### config.mk
export PLATFORM = sky130hd
export DESIGN_NAME = ldmstm_uop_sequencer_flat
export DESIGN_NICKNAME = d
export VERILOG_FILES = /design/src/rtl/ldmstm_uop_sequencer_pkg.sv /design/src/rtl/ldmstm_uop_sequencer_if.sv /design/src/rtl/ldmstm_uop_sequencer_lsb.sv /design/src/rtl/ldmstm_uop_sequencer.sv /design/src/flat_wrapper.sv
export SDC_FILE = /design/constraint.sdc
export NUM_CORES = 1
export LEC_CHECK = 0
export ABC_AREA = 1
export BUFFER_PORTS_ARGS = -buffer_cell sky130_fd_sc_hd__buf_2
export CAP_MARGIN = 30
export CORE_ASPECT_RATIO = 0.7
export CORE_UTILIZATION = 49
export CTS_BUF_LIST = sky130_fd_sc_hd__clkbuf_8
export CTS_CLUSTER_DIAMETER = 40
export DETAILED_ROUTE_END_ITERATION = 10
export PLACE_DENSITY = 0.73
export SKIP_CTS_REPAIR_TIMING = 1
export SLEW_MARGIN = 10
export SYNTH_ARGS = -nofsm -noshare
export SYNTH_HDL_FRONTEND = slang
export SYNTH_HIERARCHICAL = 1
export SYNTH_SLANG_ARGS = --single-unit
### constraint.sdc
create_clock -name clk -period 6.7 [get_ports clk]
set_clock_uncertainty 0.15 [all_clocks]
set_input_delay 0.67 -clock clk [delete_from_list [all_inputs] [get_ports clk]]
set_output_delay 0.67 -clock clk [all_outputs]
set_load 0.005 [all_outputs]
### src/rtl/ldmstm_uop_sequencer_pkg.sv
// leg_uop_pkg: shared states, register-select constants and addressing-mode encodings
// for the LDM/STM micro-op sequencer.
package leg_uop_pkg;
   typedef enum logic [1:0] {IDLE, ADDR, XFER, WB} state_t;
   localparam logic [3:0] RZ_SEL = 4'hF;
   localparam logic [3:0] PC_IDX = 4'hF;
   // {P,U} addressing modes
   localparam logic [1:0] MODE_DA = 2'b00;
   localparam logic [1:0] MODE_IA = 2'b01;
   localparam logic [1:0] MODE_DB = 2'b10;
   localparam logic [1:0] MODE_IB = 2'b11;
   function automatic logic [4:0] popcount16(input logic [15:0] v);
      logic [4:0] c;
      c = '0;
      for (int j = 0; j < 16; j++) c = c + 5'(v[j]);
      return c;
   endfunction
endpackage

### src/rtl/ldmstm_uop_sequencer_if.sv
// ldmstm_uop_sequencer_if: Decode-side instruction inputs and micro-op outputs
// of the sequencer; master is the pipeline, slave is the sequencer.
interface ldmstm_uop_sequencer_if;
   logic [31:0] InstrD;
   logic        ValidD;
   logic        StallD;
   logic        FlushD;
   logic [3:0]  RA1_4b_D;
   logic [3:0]  RA2_4b_D;
   logic [3:0]  DestRegD;
   logic [2:0]  RegFileRzD;
   logic [11:0] UopImmD;
   logic        UopAddD;
   logic        UopMemReadD;
   logic        UopMemWriteD;
   logic        UopRegWriteD;
   logic        UopActiveD;
   logic        uOpStallD;
   modport master (
      output InstrD, ValidD, StallD, FlushD,
      input  RA1_4b_D, RA2_4b_D, DestRegD, RegFileRzD, UopImmD, UopAddD,
             UopMemReadD, UopMemWriteD, UopRegWriteD, UopActiveD, uOpStallD
   );
   modport slave (
      input  InstrD, ValidD, StallD, FlushD,
      output RA1_4b_D, RA2_4b_D, DestRegD, RegFileRzD, UopImmD, UopAddD,
             UopMemReadD, UopMemWriteD, UopRegWriteD, UopActiveD, uOpStallD
   );
endinterface

### src/rtl/ldmstm_uop_sequencer_lsb.sv
// lowest_set_bit16: priority encoder giving the index of the lowest set bit of a 16-bit mask.
module lowest_set_bit16 (
   input  logic [15:0] i_mask,
   output logic [3:0]  o_idx,
   output logic        o_valid
);
   always_comb begin
      o_idx = '0;
      for (int j = 15; j >= 0; j--) if (i_mask[j]) o_idx = 4'(j);
   end
   assign o_valid = |i_mask;
endmodule

### src/rtl/ldmstm_uop_sequencer.sv
// ldmstm_uop_sequencer: expands LDM/STM into an address micro-op, one transfer per register
// and an optional base writeback; other instructions pass straight through.
module ldmstm_uop_sequencer
   import leg_uop_pkg::*;
#(
   parameter int WORD_BYTES = 4
) (
   input logic clk,
   input logic reset,
   ldmstm_uop_sequencer_if.slave bus
);
   state_t      r_state;
   logic [15:0] r_mask;
   logic [4:0]  r_idx, r_n;
   logic [3:0]  r_rn;
   logic        r_u, r_l, r_wb, r_early;
   logic [15:0] w_list, w_clr, w_m;
   logic [4:0]  w_n;
   logic [3:0]  w_rn, w_k;
   logic [1:0]  w_mode;
   logic        w_k_vld, w_blk, w_start, w_wb_i, w_early_i, w_wb, w_early, w_unused;
   logic [11:0] w_wbytes, w_imm_n, w_imm_start;
   state_t      w_adv, w_nxt;
   lowest_set_bit16 u_lsb (.i_mask(r_mask), .o_idx(w_k), .o_valid(w_k_vld));
   assign w_list    = bus.InstrD[15:0];
   assign w_rn      = bus.InstrD[19:16];
   assign w_mode    = bus.InstrD[24:23];
   assign w_n       = popcount16(w_list);
   assign w_blk     = bus.ValidD && bus.InstrD[27:25] == 3'b100;
   assign w_start   = r_state == IDLE && w_blk && w_n != 5'd0;
   // a load that includes the base leaves the loaded value in Rn, so no writeback
   assign w_wb_i    = bus.InstrD[21] && !(bus.InstrD[20] && w_list[w_rn]);
   assign w_early_i = w_wb_i && bus.InstrD[20] && w_list[PC_IDX];
   assign w_wb      = r_state == IDLE ? w_wb_i : r_wb;
   assign w_early   = r_state == IDLE ? w_early_i : r_early;
   assign w_clr     = r_mask & ~(16'd1 << w_k);
   assign w_m       = r_state == XFER ? w_clr : r_state == IDLE ? (w_start ? w_list : 16'd0) : r_mask;
   // early writeback slots in just before the PC load so the PC load stays last
   assign w_adv     = r_state == WB ? (w_m != 16'd0 ? XFER : IDLE)
                    : w_m == 16'd0 ? (w_wb && !w_early ? WB : IDLE)
                    : (w_early && w_m == (16'd1 << PC_IDX)) ? WB : XFER;
   assign w_nxt     = (r_state == IDLE && !w_start) ? IDLE : w_adv;
   assign w_wbytes  = 12'(WORD_BYTES);
   assign w_imm_n   = 12'(w_n) * w_wbytes;
   assign w_imm_start = w_mode == MODE_DB ? w_imm_n : w_mode == MODE_DA ? w_imm_n - w_wbytes
                      : w_mode == MODE_IB ? w_wbytes : 12'd0;
   assign w_unused  = ^{bus.InstrD[31:28], bus.InstrD[22], w_k_vld};
   always_ff @(posedge clk) begin
      if (!reset) begin
         r_state <= IDLE;
         r_mask  <= '0;
         r_idx   <= '0;
      end else if (!bus.StallD) begin
         r_state <= bus.FlushD ? IDLE : w_nxt;
         r_mask  <= bus.FlushD ? 16'd0 : w_m;
         r_idx   <= (bus.FlushD || r_state == IDLE) ? 5'd0 : r_state == XFER ? r_idx + 5'd1 : r_idx;
         if (w_start) begin
            r_n     <= w_n;
            r_rn    <= w_rn;
            r_u     <= bus.InstrD[23];
            r_l     <= bus.InstrD[20];
            r_wb    <= w_wb_i;
            r_early <= w_early_i;
         end
      end
   end
   always_comb begin
      bus.RA1_4b_D     = bus.InstrD[19:16];
      bus.RA2_4b_D     = bus.InstrD[3:0];
      bus.DestRegD     = bus.InstrD[15:12];
      bus.RegFileRzD   = 3'b000;
      bus.UopImmD      = 12'd0;
      bus.UopAddD      = 1'b0;
      bus.UopMemReadD  = 1'b0;
      bus.UopMemWriteD = 1'b0;
      bus.UopRegWriteD = 1'b0;
      bus.UopActiveD   = 1'b0;
      bus.uOpStallD    = w_nxt != IDLE;
      if (r_state == IDLE && w_blk) begin
         bus.RA1_4b_D   = 4'h0;
         bus.RA2_4b_D   = 4'h0;
         bus.DestRegD   = 4'h0;
         bus.UopActiveD = 1'b1;
         if (w_n != 5'd0) begin
            bus.RA1_4b_D     = w_rn;
            bus.DestRegD     = RZ_SEL;
            bus.RegFileRzD   = 3'b100;
            bus.UopImmD      = w_imm_start;
            bus.UopAddD      = bus.InstrD[23];
            bus.UopRegWriteD = 1'b1;
         end
      end else if (r_state == XFER) begin
         bus.RA1_4b_D     = RZ_SEL;
         bus.RA2_4b_D     = r_l ? 4'h0 : w_k;
         bus.DestRegD     = r_l ? w_k : 4'h0;
         bus.RegFileRzD   = 3'b001;
         bus.UopImmD      = 12'(r_idx) * w_wbytes;
         bus.UopAddD      = 1'b1;
         bus.UopMemReadD  = r_l;
         bus.UopMemWriteD = !r_l;
         bus.UopRegWriteD = r_l;
         bus.UopActiveD   = 1'b1;
      end else if (r_state == WB) begin
         bus.RA1_4b_D     = r_rn;
         bus.RA2_4b_D     = 4'h0;
         bus.DestRegD     = r_rn;
         bus.UopImmD      = 12'(r_n) * w_wbytes;
         bus.UopAddD      = r_u;
         bus.UopRegWriteD = 1'b1;
         bus.UopActiveD   = 1'b1;
      end
   end
endmodule

### src/flat_wrapper.sv
// flat-port wrapper written by rule: the top's interface ports become plain ports
module ldmstm_uop_sequencer_flat import leg_uop_pkg::*;
#(
   parameter int WORD_BYTES = 4
)
  (clk, reset, bus_InstrD, bus_ValidD, bus_StallD, bus_FlushD, bus_RA1_4b_D, bus_RA2_4b_D, bus_DestRegD, bus_RegFileRzD, bus_UopImmD, bus_UopAddD, bus_UopMemReadD, bus_UopMemWriteD, bus_UopRegWriteD, bus_UopActiveD, bus_uOpStallD);
  ldmstm_uop_sequencer_if bus_i ();
  input logic clk;
  input logic reset;
  input wire logic [$bits(bus_i.InstrD)-1:0] bus_InstrD;
  input wire logic [$bits(bus_i.ValidD)-1:0] bus_ValidD;
  input wire logic [$bits(bus_i.StallD)-1:0] bus_StallD;
  input wire logic [$bits(bus_i.FlushD)-1:0] bus_FlushD;
  output wire logic [$bits(bus_i.RA1_4b_D)-1:0] bus_RA1_4b_D;
  output wire logic [$bits(bus_i.RA2_4b_D)-1:0] bus_RA2_4b_D;
  output wire logic [$bits(bus_i.DestRegD)-1:0] bus_DestRegD;
  output wire logic [$bits(bus_i.RegFileRzD)-1:0] bus_RegFileRzD;
  output wire logic [$bits(bus_i.UopImmD)-1:0] bus_UopImmD;
  output wire logic [$bits(bus_i.UopAddD)-1:0] bus_UopAddD;
  output wire logic [$bits(bus_i.UopMemReadD)-1:0] bus_UopMemReadD;
  output wire logic [$bits(bus_i.UopMemWriteD)-1:0] bus_UopMemWriteD;
  output wire logic [$bits(bus_i.UopRegWriteD)-1:0] bus_UopRegWriteD;
  output wire logic [$bits(bus_i.UopActiveD)-1:0] bus_UopActiveD;
  output wire logic [$bits(bus_i.uOpStallD)-1:0] bus_uOpStallD;
  assign bus_i.InstrD = bus_InstrD;
  assign bus_i.ValidD = bus_ValidD;
  assign bus_i.StallD = bus_StallD;
  assign bus_i.FlushD = bus_FlushD;
  assign bus_RA1_4b_D = bus_i.RA1_4b_D;
  assign bus_RA2_4b_D = bus_i.RA2_4b_D;
  assign bus_DestRegD = bus_i.DestRegD;
  assign bus_RegFileRzD = bus_i.RegFileRzD;
  assign bus_UopImmD = bus_i.UopImmD;
  assign bus_UopAddD = bus_i.UopAddD;
  assign bus_UopMemReadD = bus_i.UopMemReadD;
  assign bus_UopMemWriteD = bus_i.UopMemWriteD;
  assign bus_UopRegWriteD = bus_i.UopRegWriteD;
  assign bus_UopActiveD = bus_i.UopActiveD;
  assign bus_uOpStallD = bus_i.uOpStallD;
  ldmstm_uop_sequencer #(.WORD_BYTES(WORD_BYTES)) u_core (.clk(clk), .reset(reset), .bus(bus_i));
endmodule
==> metrics.cfg <==
[sta]
tightest_slew_ps = 754
setup_viol = 0
rsz0062_at_grt = false
finalCritPeriodShare = 0.921
slew_viol_final = 0
setup_tns_ps = 0
slew_headroom = 0.497
hold_viol = 0
worst_slack_ps = 528
min_period_ps = 6170
max_freq_mhz = 162

[worst_setup_path]
cp_data_arrival_time_ps = 5350
crit_required_ps = 5880
crit_start = bus_InstrD[11]
r2r_slack_ps = 3380
cp-start-kind = input port
cp_common_cell = inv_1
crit_path_max_fanout = 17
slowest_delay_ps = 530
r2r-start = u_core/r_mask[14]$_SDFFE_PN0N_
path_buf_inv = 9
path_class = input port to output pin
critPathTopFamily = adder cells
crit_path_end_kind = output pin
cpMaxStageDelayCell = fa_1

[finish]
drive_above_1_share = 0.175
area_growth_pct = 12.2
layout.cells.non_filler = 661
design_area_um2 = 3770
final_cell_mix = nand2_1 (131), inv_1 (74), buf_2 (61)
diodes = 0
final_core_util = 0.587
nets = 624
final_common_cell = nand2_1

[power]
switching_share = 0.425
powerDensity_nw_per_um2 = 209
p_comb_frac = 0.492
vdd_drop_max_mv = 0.134
leakagePower_nw = 1.76
clock_power_share = 0.204
p_sw_uw = 334
p_seq_frac = 0.305
p_int_uw = 452

[clocking]
path_clk_slew_ps = 70
cts_max_level = 2
root_buffer = clkbuf_8
insertion_delay_ps = 290
cts_tree = yes
cts_buffer_depth = 2
numCtsBuffers = 5
clock_sinks = 36

[detailed_routing]
via_per_inst = 5.38
drtPass1Iterations = 7
wire_per_inst_um = 14.5
postRouteAntennaNets = 0
drc_errors = 0
vias = 3556
dr.first_iter.drc_count = 325
wl_um = 9600

[synth]
synthCells = 520
avgSynthCellArea_um2 = 6.47
yosys_warnings = 6
synth_area_um2 = 3360

[grt]
overflow = 0
groute.usage.overall = 0.282
grt_pass1_wl_um = 15700
grt_max_degree = 31
first_global_vias = 3212
antenna_found_initial = 0

[floorplan]
coreArea_um2 = 6430
ios = 70
die_area_um2 = 7200
die_h_um = 71.3
start_util = 0.523
rows = 24
die_w_um = 101

[place]
port_buffers = 61
dpl_worst_slack_ps = 552
dpl.hpwl_um = 7380
placedCellCount = 653
gp_congestion = 0.985
dpl-instance-area_um2 = 3680

[run_status]
status = completed

[job]
cap_violations = 0

[hold_path]
hold_start = u_core/r_mask[2]$_SDFFE_PN0N_
hold_path.class = register to register

final cells by class:
| class | instances | area [um^2] |
|---|---|---|
| inverters | 80 | 300 |
| well taps | 91 | 114 |
| repair buffers | 66 | 343 |
| clock inverters | 2 | 7.51 |
| flip-flops and latches | 36 | 851 |
| multi-input cells | 380 | 2070 |
| clock buffers | 6 | 82.6 |
| fillers | 644 | 2660 |
tightest hold or removal path, delay by kind of cell (launching register included):
kind             cells  cell delay, ps
flip-flops           1             330
AND/OR/NAND/NOR      1              70
AO/OA/AOI/OAI        1              60
power by group through the flow:
stage | registers, mW | logic [mW] | clock network [mW]
2_1_floorplan | 0.244 | 0.293 | 0
3_5_place_dp | 0.245 | 0.381 | 0
6_report | 0.240 | 0.387 | 0.160
3_3_place_gp | 0.245 | 0.367 | 0
4_1_cts | 0.239 | 0.382 | 0.165
5_1_grt | 0.240 | 0.436 | 0.174
state kept, by name, indices dropped and copies added, names as in the netlist:
register        count
u_core/r_u          1
u_core/r_wb         1
u_core/r_l          1
u_core/r_mask      16
u_core/r_n          5
u_core/r_rn         4
u_core/r_idx        5
u_core/r_early      1
u_core/r_state      2
final timing paths:
check                              endpoint  cells after the start
max                           bus_uOpStallD                     27
min           u_core/r_mask[2]$_SDFFE_PN0N_                      2
max reg2reg  u_core/r_state[1]$_SDFFE_PN0N_                     20
min reg2reg   u_core/r_mask[2]$_SDFFE_PN0N_                      2
through the flow:
step                hold slack (ps)  power [mW]
global route                    392       0.850
detailed placement              337       0.625
finish                          355       0.787
CTS                             350       0.787
global placement                338       0.612
floorplan                       308       0.537
metal layers:
layer	vias to the layer above	GRT usage	wire length (um)
met5	-	0	0
met4	0	0.0628	120
met3	14	0.0556	831
met2	149	0.441	4090
met1	1596	0.406	4560
li1	1797	-	-
No activity file was read; power rests on OpenSTA's default activity.
